### config.mk
export PLATFORM = sky130hd
export DESIGN_NAME = reorder_buffer
export DESIGN_NICKNAME = d
export VERILOG_FILES = /design/src/rtl/reorder_buffer.sv
export SDC_FILE = /design/constraint.sdc
export NUM_CORES = 2
export LEC_CHECK = 0
export BUFFER_PORTS_ARGS = -buffer_cell sky130_fd_sc_hd__buf_2
export CAP_MARGIN = 0
export CORE_MARGIN = 10
export CORE_UTILIZATION = 45
export DETAILED_ROUTE_END_ITERATION = 7
export PLACE_DENSITY_LB_ADDON = 0.12
export SYNTH_ARGS = -nofsm -noshare
export SYNTH_HDL_FRONTEND = slang
export SYNTH_SLANG_ARGS = --single-unit
### constraint.sdc
create_clock -name clockIn -period 7.8 [get_ports clockIn]
set_input_delay 0.39 -clock clockIn [delete_from_list [all_inputs] [get_ports clockIn]]
set_output_delay 0.39 -clock clockIn [all_outputs]
set_load 0.01 [all_outputs]
### src/rtl/reorder_buffer.sv
// reorder_buffer: in-order retirement buffer for the out-of-order RV32I core.
// Entries are allocated at tail when issued and filled from the reservation
// station and load/store result buses. They retire from head one per cycle.
// A committed branch whose direction was mispredicted flushes every entry.
// Optional macro ROB_QUERY_FORWARD_EN: the operand query ports also forward
// this cycle's broadcast results. When the macro is undefined, queries see
// only the registered entry state.
module reorder_buffer #(
  parameter int ROB_WIDTH = 4
) (
  input  logic                 clockIn,
  input  logic                 resetIn,
  input  logic                 issueValid,
  input  logic [1:0]           issueType,
  input  logic [4:0]           issueDest,
  input  logic                 issuePredTaken,
  input  logic [31:0]          issueAltPc,
  output logic [ROB_WIDTH-1:0] issueRobIndex,
  output logic                 full,
  input  logic                 rsUpdate,
  input  logic [ROB_WIDTH-1:0] rsRobIndex,
  input  logic [31:0]          rsUpdateVal,
  input  logic                 lsbUpdate,
  input  logic [ROB_WIDTH-1:0] lsbRobIndex,
  input  logic [31:0]          lsbUpdateVal,
  input  logic [ROB_WIDTH-1:0] queryIndex1,
  input  logic [ROB_WIDTH-1:0] queryIndex2,
  output logic                 queryReady1,
  output logic                 queryReady2,
  output logic [31:0]          queryVal1,
  output logic [31:0]          queryVal2,
  output logic                 commitRegValid,
  output logic [4:0]           commitDest,
  output logic [31:0]          commitVal,
  output logic [ROB_WIDTH-1:0] commitRobIndex,
  output logic                 commitStore,
  output logic                 flush,
  output logic [31:0]          flushPc
);
  localparam int Depth = 1 << ROB_WIDTH;
  localparam logic [1:0] TypeReg    = 2'b00;
  localparam logic [1:0] TypeStore  = 2'b01;
  localparam logic [1:0] TypeBranch = 2'b10;

  logic [Depth-1:0] busy, ready;
  logic [1:0]       kindMem  [Depth];
  logic [4:0]       destMem  [Depth];
  logic             predMem  [Depth];
  logic [31:0]      altPcMem [Depth];
  logic [31:0]      valMem   [Depth];

  logic [ROB_WIDTH-1:0] head, tail;
  logic [ROB_WIDTH:0]   count;
  logic                 issueAccept, commitFire, mispredict;

  assign issueRobIndex = tail;
  assign full          = (count == (ROB_WIDTH+1)'(Depth));
  assign issueAccept   = issueValid && !full;
  assign commitFire    = busy[head] && ready[head];
  assign mispredict    = commitFire && (kindMem[head] == TypeBranch) &&
                         (valMem[head][0] != predMem[head]);

  // Operand lookup; a non-busy entry never reports ready.
  always_comb begin
    queryReady1 = busy[queryIndex1] && ready[queryIndex1];
    queryVal1   = valMem[queryIndex1];
    queryReady2 = busy[queryIndex2] && ready[queryIndex2];
    queryVal2   = valMem[queryIndex2];
`ifdef ROB_QUERY_FORWARD_EN
    // Bus forwarding; lsb is checked last so it wins on an index collision.
    if (rsUpdate && rsRobIndex == queryIndex1 && busy[queryIndex1]) begin
      queryReady1 = 1'b1;
      queryVal1   = rsUpdateVal;
    end
    if (lsbUpdate && lsbRobIndex == queryIndex1 && busy[queryIndex1]) begin
      queryReady1 = 1'b1;
      queryVal1   = lsbUpdateVal;
    end
    if (rsUpdate && rsRobIndex == queryIndex2 && busy[queryIndex2]) begin
      queryReady2 = 1'b1;
      queryVal2   = rsUpdateVal;
    end
    if (lsbUpdate && lsbRobIndex == queryIndex2 && busy[queryIndex2]) begin
      queryReady2 = 1'b1;
      queryVal2   = lsbUpdateVal;
    end
`endif
  end

  // Entry payload storage; no reset is needed because busy gates every use.
  always_ff @(posedge clockIn) begin
    if (issueAccept && !mispredict) begin
      kindMem[tail]  <= issueType;
      destMem[tail]  <= issueDest;
      predMem[tail]  <= issuePredTaken;
      altPcMem[tail] <= issueAltPc;
    end
    if (rsUpdate && busy[rsRobIndex] && !mispredict)
      valMem[rsRobIndex] <= rsUpdateVal;
    if (lsbUpdate && busy[lsbRobIndex] && !mispredict)
      valMem[lsbRobIndex] <= lsbUpdateVal;
  end

  // Control state: allocation, capture, in-order retirement and flush.
  always_ff @(posedge clockIn) begin
    if (!resetIn) begin
      busy           <= '0;
      ready          <= '0;
      head           <= '0;
      tail           <= '0;
      count          <= '0;
      commitRegValid <= 1'b0;
      commitStore    <= 1'b0;
      flush          <= 1'b0;
      commitDest     <= '0;
      commitVal      <= '0;
      commitRobIndex <= '0;
      flushPc        <= '0;
    end else begin
      commitRegValid <= 1'b0;
      commitStore    <= 1'b0;
      flush          <= 1'b0;
      if (mispredict) begin
        // Wrong path: drop everything, including this edge's issue/updates.
        busy    <= '0;
        ready   <= '0;
        head    <= '0;
        tail    <= '0;
        count   <= '0;
        flush   <= 1'b1;
        flushPc <= altPcMem[head];
      end else begin
        if (commitFire) begin
          busy[head]     <= 1'b0;
          ready[head]    <= 1'b0;
          head           <= head + 1'b1;
          commitRegValid <= (kindMem[head] == TypeReg) && (destMem[head] != 5'd0);
          commitStore    <= (kindMem[head] == TypeStore);
          commitDest     <= destMem[head];
          commitVal      <= valMem[head];
          commitRobIndex <= head;
        end
        if (issueAccept) begin
          busy[tail]  <= 1'b1;
          ready[tail] <= 1'b0;
          tail        <= tail + 1'b1;
        end
        // lsb last so it wins when both buses hit the same entry.
        if (rsUpdate && busy[rsRobIndex])   ready[rsRobIndex]  <= 1'b1;
        if (lsbUpdate && busy[lsbRobIndex]) ready[lsbRobIndex] <= 1'b1;
        count <= count + (ROB_WIDTH+1)'(issueAccept) - (ROB_WIDTH+1)'(commitFire);
      end
    end
  end
endmodule
Yosys cells after proc, flatten, opt, wreduce, memory -nomap -nowiden
Memories as Yosys holds them, arrays and structs flattened. A register that Yosys moved wholly into a read port is not among the register bits.
Cells that the tools add are included.

storage, ports and cells
  flip-flop bits (word level) = 89
  memory bits (writable) = 1,152
  input bits = 125
  output and inout port bits = 147
  word-level logic and storage cells = 122
  memories kept = 5

cells by class
  add/subtract/negate cells = 4
  $lt $le $gt $ge = 10
  eq/ne operators = 4
  muxes and demuxes = 53
  bitwise gates (word level) = 11
  reduce and logical (&&, ||, !) cells = 24

memories
  name      words  bits a word  read ports  clocked after Yosys merged registers in  write ports  line  source
  altPcMem  16     32           1           1                                        1            49    logic [31:0] altPcMem [Depth];
  valMem    16     32           3           1                                        2            50    logic [31:0] valMem [Depth];
  destMem   16     5            1           1                                        1            47    logic [4:0] destMem [Depth];
  kindMem   16     2            1           1                                        1            46    logic [1:0] kindMem [Depth];
  predMem   16     1            1           1                                        1            48    logic predMem [Depth];

operators by type and width
  kind                   count
  $mux W16               14
  $and A16 B16 Y16       3
  $or A16 B16 Y16        3
  $bmux W1 S4            8
  $mux W4                8
  $not A16 Y16           2
  $lt A4 B5 Y1 const B   6
  $mux W1                19
  $demux W1 S4           4
  $ge A4 B1 Y1 const B   4
  $logic_and A1 B1 Y1    16
  $add A4 B1 Y4 const B  2
  $add A5 B1 Y5          1
  $eq A5 B5 Y1 const B   1
  $reduce_bool A5 Y1     1
  $sub A5 B1 Y5          1
  $logic_not A1 Y1       3
  $not A1 Y1             3
  $reduce_or A3 Y1       1
  $eq A2 B1 Y1 const B   1
  $eq A2 B2 Y1 const B   1
  $logic_not A2 Y1       1
  $reduce_and A2 Y1      1
  $reduce_or A2 Y1       1
  $ne A1 B1 Y1           1

Depth between registers and ports, before layout
  depth after elaboration = 19
  gate-level depth with buffers = 20
  mapped depth without buffers = 16

Worst setup path after synthesis
No wires, ideal clock.

  path type = register -> register
  from = register (tool-made name)
  to = memory altPcMem[12][0] (enable)
  setup time = 0.438 ns
  data arrival time = 4.014 ns
  required time = 7.362 ns
  setup slack = 3.349 ns
  stages on the path, launching flop included = 13
  buffers on the path = 6
  period minus slack after synthesis = 4.451 ns
  path through = dfxtp_1 -> buf_6 -> buf_6 -> mux4_2 -> a22o_1 -> nor2_1 -> or2_1 -> buf_6 -> buf_6 -> buf_4 -> nor3_2 -> buf_2 -> nor2_1

RTL lines
  element           line
  end: declaration  49

Final worst setup path
  from = register head[0]
  to = register count[4]

on the way
  word-level cells in the longest chain between the ends = 6
  elaborated cells on any way between the ends = 9
  classes of those cells = 1 x add/sub; 4 x mux; 4 x reduce/logical

ends and longest elaborated chain
  element                                                                line  source
  start: declaration                                                     52    logic [ROB_WIDTH-1:0] head, tail;
  start signal: assignment                                               136   head <= head + 1'b1;
  $bmux W1 S4                                                            59    assign commitFire = busy[head] && ready[head];
  $mux W1 (implied by the code)                                          59
  $logic_and A1 B1 Y1 *                                                  59
  parallel branches: the longest is 3 deep, another holds $sub A5 B1 Y5  --
  end signal: assignment                                                 151   count <= count + (ROB_WIDTH+1)'(issueAccept) - (ROB_WIDTH+1)'(commitFire);
  end: declaration                                                       53    logic [ROB_WIDTH:0] count;

Mark *: on every way between the ends. The select of a mux whose other input is x is not followed.
A chain may end at the register's enable or synchronous reset.

==> metrics.csv <==
stage;metric;value;unit
outcome;status;complete, no violations;
global_route;first-pass GRT wire length;283000;um
setup_path;CP startpoint kind;flip-flop;
power_and_ir_drop;total power;15.79;mW
place;Final HPWL DP;117000;um
global_route;vias in the first global route;39079;
clocking;CTS buffer count;140;
synth;Synth Area in Adders;0.003014;
place;placed cells;5397;
synth;Netlist cell types;57;
synth;syn avg cell area;18.58;um2
synth;Synth area leader;edfxtp_1;
routing;DRC viols;0;
finish;post-layout util;0.5100;
synth;FF+latch count, synth;1277;
synth;post-synthesis mux area share;0.3392;
timing;Pins Over Slew Limit;0;
finish;Post-Layout Inst Area;0.07309;mm2
timing;PnR worst setup slack;2551;ps
timing;Tcrit/Tclk final;0.6729;
worst_hold_path;Hold Crit Class;input pin to flip-flop;
setup_path;crit end category;flip-flop;
floorplan;DIE AREA;0.1595;mm2
place;Final GP Congestion;0.8589;
setup_path;origin of the worst setup path;head[0]$_SDFFE_PP0N_;
routing;final wirelength;197000;um
synth;Post-Syn Area;0.06477;mm2
setup_path;Reg-to-Reg Start;head[0]$_SDFFE_PP0N_;
setup_path;Critical Path Fanout Max;52;
place;dpl ws;2479;ps
routing;WL/cell;34.58;um
clocking;Post-CTS Setup Inserts;0;
global_route;total grt overflow;0;
synth;Top FF cell, synth;edfxtp_1;
timing;# setup viols final;0;
setup_path;crit path DAT;5880;ps
timing;hold slack;146.6;ps
routing;vias after detailed routing;37306;
floorplan;chip width;399.4;um
synth;Yosys top cell area share;0.5341;
synth;Synth Warn #;0;
routing;Pre-antenna DRT Iters;5;
floorplan;die height;399.4;um
place;Post-Place Cell Area;0.06799;mm2
clocking;Clock H-tree levels;4;
setup_path;CP Data Required Time;8430;ps
clocking;Reg clk slew, reported paths;60;ps
clocking;CTS tree;done;
clocking;clock latency on the worst-skew pair;780;ps
synth;asr flop ratio synth;0;
finish;Layout Cells excl Fill;5696;
global_route;gr usage total;0.2447;
timing;Setup TNS;0;ps
routing;DR iter-0 viols;3726;
finish;fin nets;3816;
setup_path;crit path kind;flip-flop to flip-flop;
power_and_ir_drop;cell area power density;216.0;mW/mm2
floorplan;initial core utilization;0.4519;
synth;Synth Area in Compound Gates;0.03263;
worst_hold_path;Hold Startpoint;lsbUpdateVal[2];
clocking;Sink Count;1277;
power_and_ir_drop;leakage power;23.74;nW
routing;Final ANT Viol Nets;0;
global_route;largest net degree at the start of global routing;90;
synth;largest family of logic cells by synthesized area;multiplexers;
finish;P&R area growth vs syn;12.85;%
synth;count leader, synth;edfxtp_1;
clocking;Clock Tree Root;clkbuf_16;
power_and_ir_drop;worst vdd ir;197.5;uV
timing;RSZ-0062 raised after global routing;no;
routing;drt via density;6.550;
synth;largest cells by area after synthesis;edfxtp_1 53%, mux4_2 23%, mux2_4 6.3%;
synth;Gate Count Post-Synth;3485;
synth;simple-gate share of the synthesized area;0.02421;
synth;syn nets;3625;
floorplan;Placement Rows;139;
floorplan;core box area;0.1433;mm2
timing;final worst clock skew;37.38;ps
synth;EDFF count, synth;1152;
synth;Post-Synth XOR/XNOR Area;0.001507;
timing;f_max;0.1905;GHz
clocking;clk buf depth;3;
run;Max Cap Violations;0;
global_route;initial antenna violation count;20;
place;IO Port Bufs;271;
finish;layout cells sized above 1;0.4583;
timing;Final min period;5249;ps
synth;commonest cells in the netlist;1152 x edfxtp_1, 658 x mux4_2, 270 x mux2_4;
timing;final hold violation count;0;
timing;actual slew at the worst max-slew pin;1200;ps
timing;max_slew headroom;0.2003;
floorplan;I/O pins;272;
synth;post-synthesis sequential area ratio;0.5728;
==> per-layer routing <==
layer  vias to the layer above  share of wire  track usage
met5                         -        0.00055            0
met4                        18          0.036      0.08973
met3                       402          0.072      0.04368
met2                      1676           0.50       0.4070
met1                     20163           0.39       0.3217
li1                      15047              -            -
==> path summary, 6_finish.rpt <==
path	end	depth (start not counted)	slack, ps
worst max-delay path	count[4]$_SDFF_PP0_	16	2550
worst min-delay path	valMem[7][2]$_DFFE_PP_	2	150
worst max register to register	count[4]$_SDFF_PP0_	16	2550
worst min register to register	flushPc[23]$_SDFFE_PN0P_	2	460
==> repair_timing <==
action | in CTS | in global routing
resized for setup | 0 | 0
endpoints found under the setup margin | 0 | 0
endpoints found under the hold margin | 626 | 0
hold buffers | 40 | 0
==> cell usage in the layout, fill, tap and decap left out, types with 14 or more instances in the layout <==
master,netlist,routed
a21oi_1,38,38
a22oi_1,78,78
a32oi_1,14,14
buf_2,46,264
buf_4,16,79
clkbuf_1,189,32
clkbuf_16,0,143
clkbuf_8,0,14
clkinv_1,0,22
clkinv_2,0,18
dfxtp_1,125,119
dlygate4sd3_1,0,40
edfxtp_1,1152,1152
ha_1,14,14
inv_1,20,19
mux2_1,61,61
mux2_2,181,181
mux2_4,270,270
mux2i_1,37,37
mux4_2,658,658
nand2_1,170,169
nand3_1,18,17
nor2_1,60,27
nor2_4,0,33
nor3_1,16,16
o2111ai_1,37,37
o211ai_1,53,53
o21ai_0,22,22
or3_1,36,36
==> logic make-up (layout without fill, tap and decap cells) <==
group                      count (synthesis)  count (layout)
other                                      0               3
xor gates and xnor gates                   9               9
adders and majority gates                 15              15
muxes                                   1207            1207
DFF                                     1277            1277
and+or+nand+nor                          343             343
AOI/OAI and AO/OA                        267             267
buffers and inverters                    367             672
==> area by class of cell <==
cell class              count  area (um2)
flip-flops and latches   1277       37120
repair buffers            395        2516
well taps                1903        2381
diodes                      3       7.507
inverters                  21       80.08
multi-input cells        1841       26300
clock inverters            69       823.3
clock buffers             187        3864
fillers                 11603       70220
==> worst max-delay path: stages, from the launching register on <==
cell and delay (ps):
dfxtp_4 990, inv_1 350, nor2_1 210, a22oi_1 160, nand2_2 660, clkinv_2 840, ha_1 560, inv_1 80
ha_1 170, inv_1 60, fa_1 430, inv_1 90, a21oi_1 80, nor2_1 90, nor2_1 60, xnor2_1 180
nor2_1 50
==> sequential cells by signal (all words and copies together), names as in the netlist, 4 cells and up, named ones only <==
register / flops
flushPc: 32
commitDest: 5
busy: 16
head: 4
altPcMem: 512
issueRobIndex: 4
destMem: 80
ready: 16
commitVal: 32
commitRobIndex: 4
kindMem: 32
valMem: 512
count: 5
predMem: 16
==> where the power goes <==
| part | total, mW | switching (mW) | internal, mW |
|---|---|---|---|
| Combinational | 1.42 | 0.808 | 0.610 |
| Sequential | 7.64 | 0.0561 | 7.58 |
| Clock | 6.73 | 2.84 | 3.89 |
| Total | 15.8 | 3.70 | 12.1 |
Power figures use the tool's default switching activity.
